## config.mk

```make
export PLATFORM = sky130hd
export DESIGN_NAME = npc_multicycle_ctrl
export DESIGN_NICKNAME = d
export VERILOG_FILES = /design/src/rtl/npc_multicycle_ctrl.sv
export SDC_FILE = /design/constraint.sdc
export NUM_CORES = 1
export LEC_CHECK = 0
export CAP_MARGIN = 20
export CORE_MARGIN = 3
export CORE_UTILIZATION = 47
export CTS_BUF_LIST = sky130_fd_sc_hd__clkbuf_2
export DETAILED_ROUTE_END_ITERATION = 16
export GPL_ROUTABILITY_DRIVEN = 0
export PLACE_DENSITY = 0.9
export REMOVE_ABC_BUFFERS = 1
export SYNTH_ARGS = -nofsm -noshare
export SYNTH_HDL_FRONTEND = slang
export SYNTH_SLANG_ARGS = --single-unit
```

## constraint.sdc

```tcl
create_clock -name clk -period 2.4 [get_ports clk]
set_clock_uncertainty 0.2 [all_clocks]
set_input_delay 0.36 -clock clk [delete_from_list [all_inputs] [get_ports clk]]
set_output_delay 0.36 -clock clk [all_outputs]
set_load 0.01 [all_outputs]
```

## src/rtl/npc_multicycle_ctrl.sv

```systemverilog
`timescale 1ns/1ps
`default_nettype none
// ============================================================================
// Module      : npc_multicycle_ctrl
// Description : Multi-cycle sequencer for the NPC core. Owns the PC and runs
//               each instruction through fetch / execute / memory / commit
//               using valid-ready handshakes toward the IFU and LSU, with
//               sticky halt and fault (fetch error, LSU error, timeout)
//               handling and a retired-instruction counter.
// Revision    : 1.0 - initial release
// ============================================================================
module npc_multicycle_ctrl #(
    parameter int              XLEN     = 32,
    parameter logic [XLEN-1:0] RESET_PC = 32'h8000_0000,
    parameter int              TIMEOUT  = 255,
    parameter int              CNT_W    = 64
) (
    input  logic             clk,
    input  logic             rst,

    // instruction fetch port
    output logic             ifu_req_valid,
    input  logic             ifu_req_ready,
    output logic [XLEN-1:0]  ifu_req_addr,
    input  logic             ifu_rsp_valid,
    input  logic [XLEN-1:0]  ifu_rsp_inst,
    input  logic             ifu_rsp_err,

    // load/store port
    output logic             lsu_req_valid,
    input  logic             lsu_req_ready,
    input  logic             lsu_rsp_valid,
    input  logic             lsu_rsp_err,

    // decoder / EXU side
    input  logic             dec_mem_ren,
    input  logic             dec_mem_wen,
    input  logic             halt_req,
    input  logic [XLEN-1:0]  npc,

    // architectural state and status
    output logic [XLEN-1:0]  pc,
    output logic [XLEN-1:0]  inst,
    output logic             inst_valid,
    output logic             wb_en,
    output logic             done,
    output logic             halted,
    output logic             fault,
    output logic [1:0]       fault_cause,
    output logic [CNT_W-1:0] retire_cnt
);

    // ------------------------------------------------------------------------
    // Constants
    // ------------------------------------------------------------------------
    localparam logic [1:0] C_CAUSE_NONE  = 2'b00;
    localparam logic [1:0] C_CAUSE_FETCH = 2'b01;
    localparam logic [1:0] C_CAUSE_LSU   = 2'b10;
    localparam logic [1:0] C_CAUSE_TMO   = 2'b11;

    // The wait counter only has to reach TIMEOUT-1: the cycle in which it
    // holds that value is the TIMEOUT-th cycle spent waiting.
    localparam int TMO_W = (TIMEOUT > 2) ? $clog2(TIMEOUT) : 1;
    localparam logic [TMO_W-1:0] C_TMO_LAST = (TIMEOUT > 0) ? TMO_W'(TIMEOUT - 1)
                                                            : '0;
    localparam logic C_TMO_EN = (TIMEOUT > 0);

    typedef enum logic [3:0] {
        S_RESET_WAIT = 4'd0,
        S_FETCH_REQ  = 4'd1,
        S_FETCH_WAIT = 4'd2,
        S_EXEC       = 4'd3,
        S_MEM_REQ    = 4'd4,
        S_MEM_WAIT   = 4'd5,
        S_COMMIT     = 4'd6,
        S_HALT       = 4'd7,
        S_FAULT      = 4'd8
    } state_t;

    state_t           r_state;
    logic [TMO_W-1:0] r_tmo_cnt;
    logic             w_tmo_hit;
    logic             w_mem_op;

    // The fetch address is the PC itself; the PC only moves in COMMIT, so it
    // cannot change while a fetch request is pending.
    assign ifu_req_addr = pc;

    // Wait-state budget exhausted in the current cycle
    assign w_tmo_hit = C_TMO_EN && (r_tmo_cnt == C_TMO_LAST);

    // Instruction needs the LSU
    assign w_mem_op = dec_mem_ren | dec_mem_wen;

    // Sequencer: state, PC, instruction latch, counters and registered outputs
    always_ff @(posedge clk or negedge rst) begin
        if (!rst) begin
            r_state       <= S_RESET_WAIT;
            r_tmo_cnt     <= '0;
            pc            <= RESET_PC;
            inst          <= '0;
            inst_valid    <= 1'b0;
            ifu_req_valid <= 1'b0;
            lsu_req_valid <= 1'b0;
            wb_en         <= 1'b0;
            done          <= 1'b0;
            halted        <= 1'b0;
            fault         <= 1'b0;
            fault_cause   <= C_CAUSE_NONE;
            retire_cnt    <= '0;
        end else begin
            // commit strobes are single-cycle unless COMMIT is entered again
            wb_en <= 1'b0;
            done  <= 1'b0;

            case (r_state)
                S_RESET_WAIT: begin
                    r_state       <= S_FETCH_REQ;
                    ifu_req_valid <= 1'b1;
                end

                // hold the request until the IFU accepts it; responses ignored
                S_FETCH_REQ: begin
                    if (ifu_req_ready) begin
                        ifu_req_valid <= 1'b0;
                        r_tmo_cnt     <= '0;
                        r_state       <= S_FETCH_WAIT;
                    end
                end

                // a response wins over a timeout in the same cycle
                S_FETCH_WAIT: begin
                    if (ifu_rsp_valid) begin
                        if (ifu_rsp_err) begin
                            fault       <= 1'b1;
                            fault_cause <= C_CAUSE_FETCH;
                            r_state     <= S_FAULT;
                        end else begin
                            inst       <= ifu_rsp_inst;
                            inst_valid <= 1'b1;
                            r_state    <= S_EXEC;
                        end
                    end else if (w_tmo_hit) begin
                        fault       <= 1'b1;
                        fault_cause <= C_CAUSE_TMO;
                        r_state     <= S_FAULT;
                    end else begin
                        r_tmo_cnt <= r_tmo_cnt + TMO_W'(1);
                    end
                end

                // decoder outputs are valid here because inst is stable
                S_EXEC: begin
                    if (w_mem_op) begin
                        lsu_req_valid <= 1'b1;
                        r_state       <= S_MEM_REQ;
                    end else begin
                        wb_en   <= 1'b1;
                        done    <= 1'b1;
                        r_state <= S_COMMIT;
                    end
                end

                S_MEM_REQ: begin
                    if (lsu_req_ready) begin
                        lsu_req_valid <= 1'b0;
                        r_tmo_cnt     <= '0;
                        r_state       <= S_MEM_WAIT;
                    end
                end

                S_MEM_WAIT: begin
                    if (lsu_rsp_valid) begin
                        if (lsu_rsp_err) begin
                            inst_valid  <= 1'b0;
                            fault       <= 1'b1;
                            fault_cause <= C_CAUSE_LSU;
                            r_state     <= S_FAULT;
                        end else begin
                            wb_en   <= 1'b1;
                            done    <= 1'b1;
                            r_state <= S_COMMIT;
                        end
                    end else if (w_tmo_hit) begin
                        inst_valid  <= 1'b0;
                        fault       <= 1'b1;
                        fault_cause <= C_CAUSE_TMO;
                        r_state     <= S_FAULT;
                    end else begin
                        r_tmo_cnt <= r_tmo_cnt + TMO_W'(1);
                    end
                end

                // architectural update; halt_req is only looked at here
                S_COMMIT: begin
                    pc         <= npc;
                    retire_cnt <= retire_cnt + CNT_W'(1);
                    inst_valid <= 1'b0;
                    if (halt_req) begin
                        halted  <= 1'b1;
                        r_state <= S_HALT;
                    end else begin
                        ifu_req_valid <= 1'b1;
                        r_state       <= S_FETCH_REQ;
                    end
                end

                // terminal states: only reset leaves them
                S_HALT:  r_state <= S_HALT;
                S_FAULT: r_state <= S_FAULT;

                // unreachable encodings park in FAULT with everything quiet
                default: begin
                    ifu_req_valid <= 1'b0;
                    lsu_req_valid <= 1'b0;
                    inst_valid    <= 1'b0;
                    fault         <= 1'b1;
                    r_state       <= S_FAULT;
                end
            endcase
        end
    end

endmodule
`default_nettype wire

```

# Word-level counts from Yosys, hierarchy flattened
# Cells that the tools add are included.
# totals
n_memories	0
register_bits	148
elab_cells	100
latchBits	0
in_bits	75
ram_bits	0
out_inout_bits	169
rom_bits	0
# op_classes
mul	0
n_eq_ne	20
magnitude_cmp	0
shifts	0
add_sub_neg	2
mux	44
bitwise_logic	6
n_div	0
reduce_logical	16
# op_table
op	count
64-bit by 1-bit adder with 64-bit output (second input constant)	1
8-bit two-way mux	5
4-bit one-hot mux with 8 select lines	1
8-bit one-hot mux with 4 select lines	1
4-bit two-way mux	7
1-bit two-way mux	17
4-bit by 3-bit == test with 1-bit output (second input constant)	4
2-bit inequality test (second input constant)	8
3-bit AND reduction	5
7-bit OR reduction	2
2-bit two-way mux	6
6-bit OR reduction	2
5-bit AND reduction	2
3-bit inequality test (second input constant)	3
1-bit one-hot mux with 3 select lines	3
8-bit by 1-bit adder with 8-bit output (second input constant)	1
4-bit by 2-bit == test with 1-bit output (second input constant)	2
8-bit == test (second input constant)	1
1-bit inverter	5
4-bit by 1-bit == test with 1-bit output (second input constant)	1
4-bit == test (second input constant)	1
4-bit logical NOT	1
1-bit one-hot mux with 4 select lines	1
2-bit one-hot mux with 2 select lines	1
6 further kinds	7

# Logic depth before layout (Yosys ltp)
# logic_depth
depth_word	4
depth_mapped	8
ltp_nobuf	7

# Least setup slack after synthesis
# Ideal clock, no wire load.
# synth_path
path_type	register -> register
from	register retire_cnt[2]
to	register retire_cnt[52]
period_less_slack_ps	2153
n_path_buf	0
t_arrival_ps	1826
slack_ps	247
stages_incl_launch_ff	6
path_cell_list	dfrtp_1 > nand4_4 > nor4_4 > nand3_2 > or4_4 > xnor2_2
# synth_via
elab_chain_cells	1
# synth_rtl
item	line_no	text
start, declared	50	output logic [CNT_W-1:0] retire_cnt
start signal, assigned	197	retire_cnt <= retire_cnt + CNT_W'(1);
64-bit by 1-bit adder with 64-bit output	197	
# Every way passes these cells.
# A chain may end at the register's enable or synchronous reset.

# Worst setup path in the final report
# layout_path
from	register pc[16], in the netlist ifu_req_addr[16]
to	output pc[16]
# layout_lines
item	line_no	text
start, declared	42	output logic [XLEN-1:0] pc,
start signal, assigned	196	pc <= npc;
# No word-level cell between the ends.

==> metrics <==
CP bufs+invs 1; relative slew slack 66.6%; DP Cell Count between 1000 and 1500; status finished, final reports clean; critical path's slowest cell clkdlybuf4s50_1; class of the worst hold path input port to flop; logic gate share of total power 40.4%; CP endpoint kind output port; post-synthesis register bit count 148; Post-Place Setup Slack -107 ps; EDFF count, synth 0; Async S/R FF share, synth 100%; Post-synth top flop dfrtp_1; Mapped Cells 678; Slew @ Worst Pin 499 ps; Req. time, crit path 1840 ps; chip width 128 µm; grt total ovfl 0; Detailed Routing Iterations Pass 1 5; Internal between 6 and 7 mW; simple-gate portion of the synthesized area 22.6%; Synth cell types 61; io pins 244; final setup violating endpoints 0; H-tree levels 4; layout cells sized above 1 17.4%; vias in the first global route approximately 6600; r2r worst-path depth 5; CTS clk-pin slew, worst paths 240 ps; hold depth 2; XOR/XNOR Fraction of Synth Area under 10%; CTS tree built; final worst setup slack just under 80 ps; cts bufs inserted 17; CP top delay family buffers and inverters; Die Area 16500 µm²; initial antenna violation count 0; Core Region 14600 µm²; Site Rows 44; clock tree root driver cell clkbuf_2; peak supply drop 0.000636 V; Final period util 96.8%; Initial Util 48.2%; via count 6640; vias per cell 5.46; PortBufs about 240; most frequent cells in the layout 214 x clkdlybuf4s50_1, 135 x nand2_1, 129 x dfrtp_1; worst-path cell chain clkdlybuf4s50_1; Worst Path Max Fanout 3; yosys warns 0; mux cell area share after synthesis 5.13%; commonest non-fill, non-tap cell in the layout clkdlybuf4s50_1; Seq/Total Area, Yosys 52.7%; Synth Area in Adders less than 1%; top post-synthesis cells by area dfrtp_1 52%, nand2_1 7.3%, mux2_2 5.1%; Layout Nets 1097; DRC violations left 0; DP HPWL 14100 µm; Final ANT Viol Nets 0; area growth from synthesis to layout 56.3%; Yosys top cell area share 52.3%; Highest Clock Rate 0.431 GHz; global-route wire length before repair around 35000 µm; Final Core Density between 70% and 80%; Skew-Pair Late Insertion Delay between 700 and 800 ps; sw power 3.10 mW; Static Leak 5.12 nW; final WL 23300 µm; Hold Vio Cnt, Final 0; max incr delay on CP 570 ps; WL per Instance 19.1 µm; syn_area_per_cell ~10 µm²; Die Ht approximately 130 µm; cell taking the most area after synthesis dfrtp_1; Starting DRT DRC Count 537; synthesized area roughly 7000 µm²; placed cell area 9520 µm²; Sink Count ~150; fin cells 1216; Power Dens Cells ~840 nW/µm²; Overall Global Routing Usage 26.7%; Compound-Gate Fraction of Synth Area 4.95%; clk buf depth 2; maximum number of pins on one net before global-route repair 51; Tot Pwr 9.18 mW; CP Class flop to output port; Levels on crit path 1; finished layout cell area 11000 µm²; post-layout minimum cycle time ~2300 ps; clock group share of total power about a fifth; critical path arrival 1760 ps; largest family of logic cells by synthesized area simple AND/OR/NAND/NOR gates; Max Slew Vio Count 0; Reg power frac 39.6%; crit path launch type flop; Switching Fraction 33.7%; MaxCap Viol Count 0
[through the flow]
| step | TNS, ps | hold WS, ps |
|---|---|---|
| global route | -260 | 15.0 |
| finish | 0 | 105 |
| detailed placement | -325 | 152 |
| global placement | -62.9 | 153 |
| floorplan | -26210 | -136 |
| CTS | 0 | 3.09 |
[final cells by class]
class,instances,area [µm²]
Antenna cell,1,2.50
Clock buffer,17,85.1
Clock inverter,14,231
Fill cell,871,3600
Inverter,15,56.3
Multi-Input combinational cell,457,2950
Sequential cell,148,3730
Tap cell,184,230
Timing Repair Buffer,380,3700
[power by group through the flow]
stage               combinational, mW  clock (mW)  sequential, mW
floorplan                       0.805           0            4.01
global placement                 3.38           0            3.59
detailed placement               3.46           0            3.63
CTS                              3.55        1.84            3.58
global route                     3.95        1.94            3.71
finish                           3.71        1.83            3.64
[synthesized netlist by cell type (5+ instances only)]
cell / number
a21oi_1: 14
and3_1: 9
buf_2: 7
buf_4: 35
clkbuf_1: 11
dfrtp_1: 147
inv_1: 15
mux2_2: 32
nand2_1: 136
nand3_1: 31
nand4_1: 19
nor2_1: 26
nor2b_1: 5
nor3_1: 19
nor3b_1: 6
nor4_1: 14
o21ai_0: 13
o31ai_1: 6
or3_1: 5
or4_1: 5
xnor2_1: 29
xor2_1: 34
[final timing paths]
kind                                               from                         end  slack (ps)
min                                     ifu_rsp_inst[2]         inst[2]$_DFFE_PN0P_         100
max reg2reg                      r_state[0]$_DFFE_PN0P_  retire_cnt[49]$_DFFE_PN0P_         120
min reg2reg                  retire_cnt[63]$_DFFE_PN0P_  retire_cnt[63]$_DFFE_PN0P_         280
min in group asynchronous                           rst        inst[22]$_DFFE_PN0P_         500
max                        ifu_req_addr[16]$_DFFE_PN0P_                      pc[16]          80
max in group asynchronous                           rst  retire_cnt[15]$_DFFE_PN0P_        1190
[repair_timing]
item,4_1_cts,5_1_grt
hold endpoints to repair,208,1
endpoints found under the setup margin,40,56
setup buffers,24,27
resized for setup,20,35
hold buffers,63,1
[per-layer routing]
metal	vias to the layer above	part of all wire [%]	global-route usage (%)
li1	2983	-	-
met1	3256	38	31.5
met2	327	52	46.8
met3	74	6.6	6.71
met4	0	4.1	10.3
met5	-	0	0
[kinds of logic after synthesis]
kind of cell / after synthesis
flops: 148
mux: 32
fa+ha+maj: 3
compound gates: 54
buf+inv: 73
xor+xnor: 64
simple gates: 304
[sequential cells by signal, indices dropped and copies added, names as in the netlist]
register	cells
fault_cause	2
done	1
fault	1
inst	32
r_tmo_cnt	8
ifu_req_addr	32
ifu_req_valid	1
r_state	4
inst_valid	1
retire_cnt	64
halted	1
lsu_req_valid	1
Note: power is estimated with default switching activity, not from simulation.
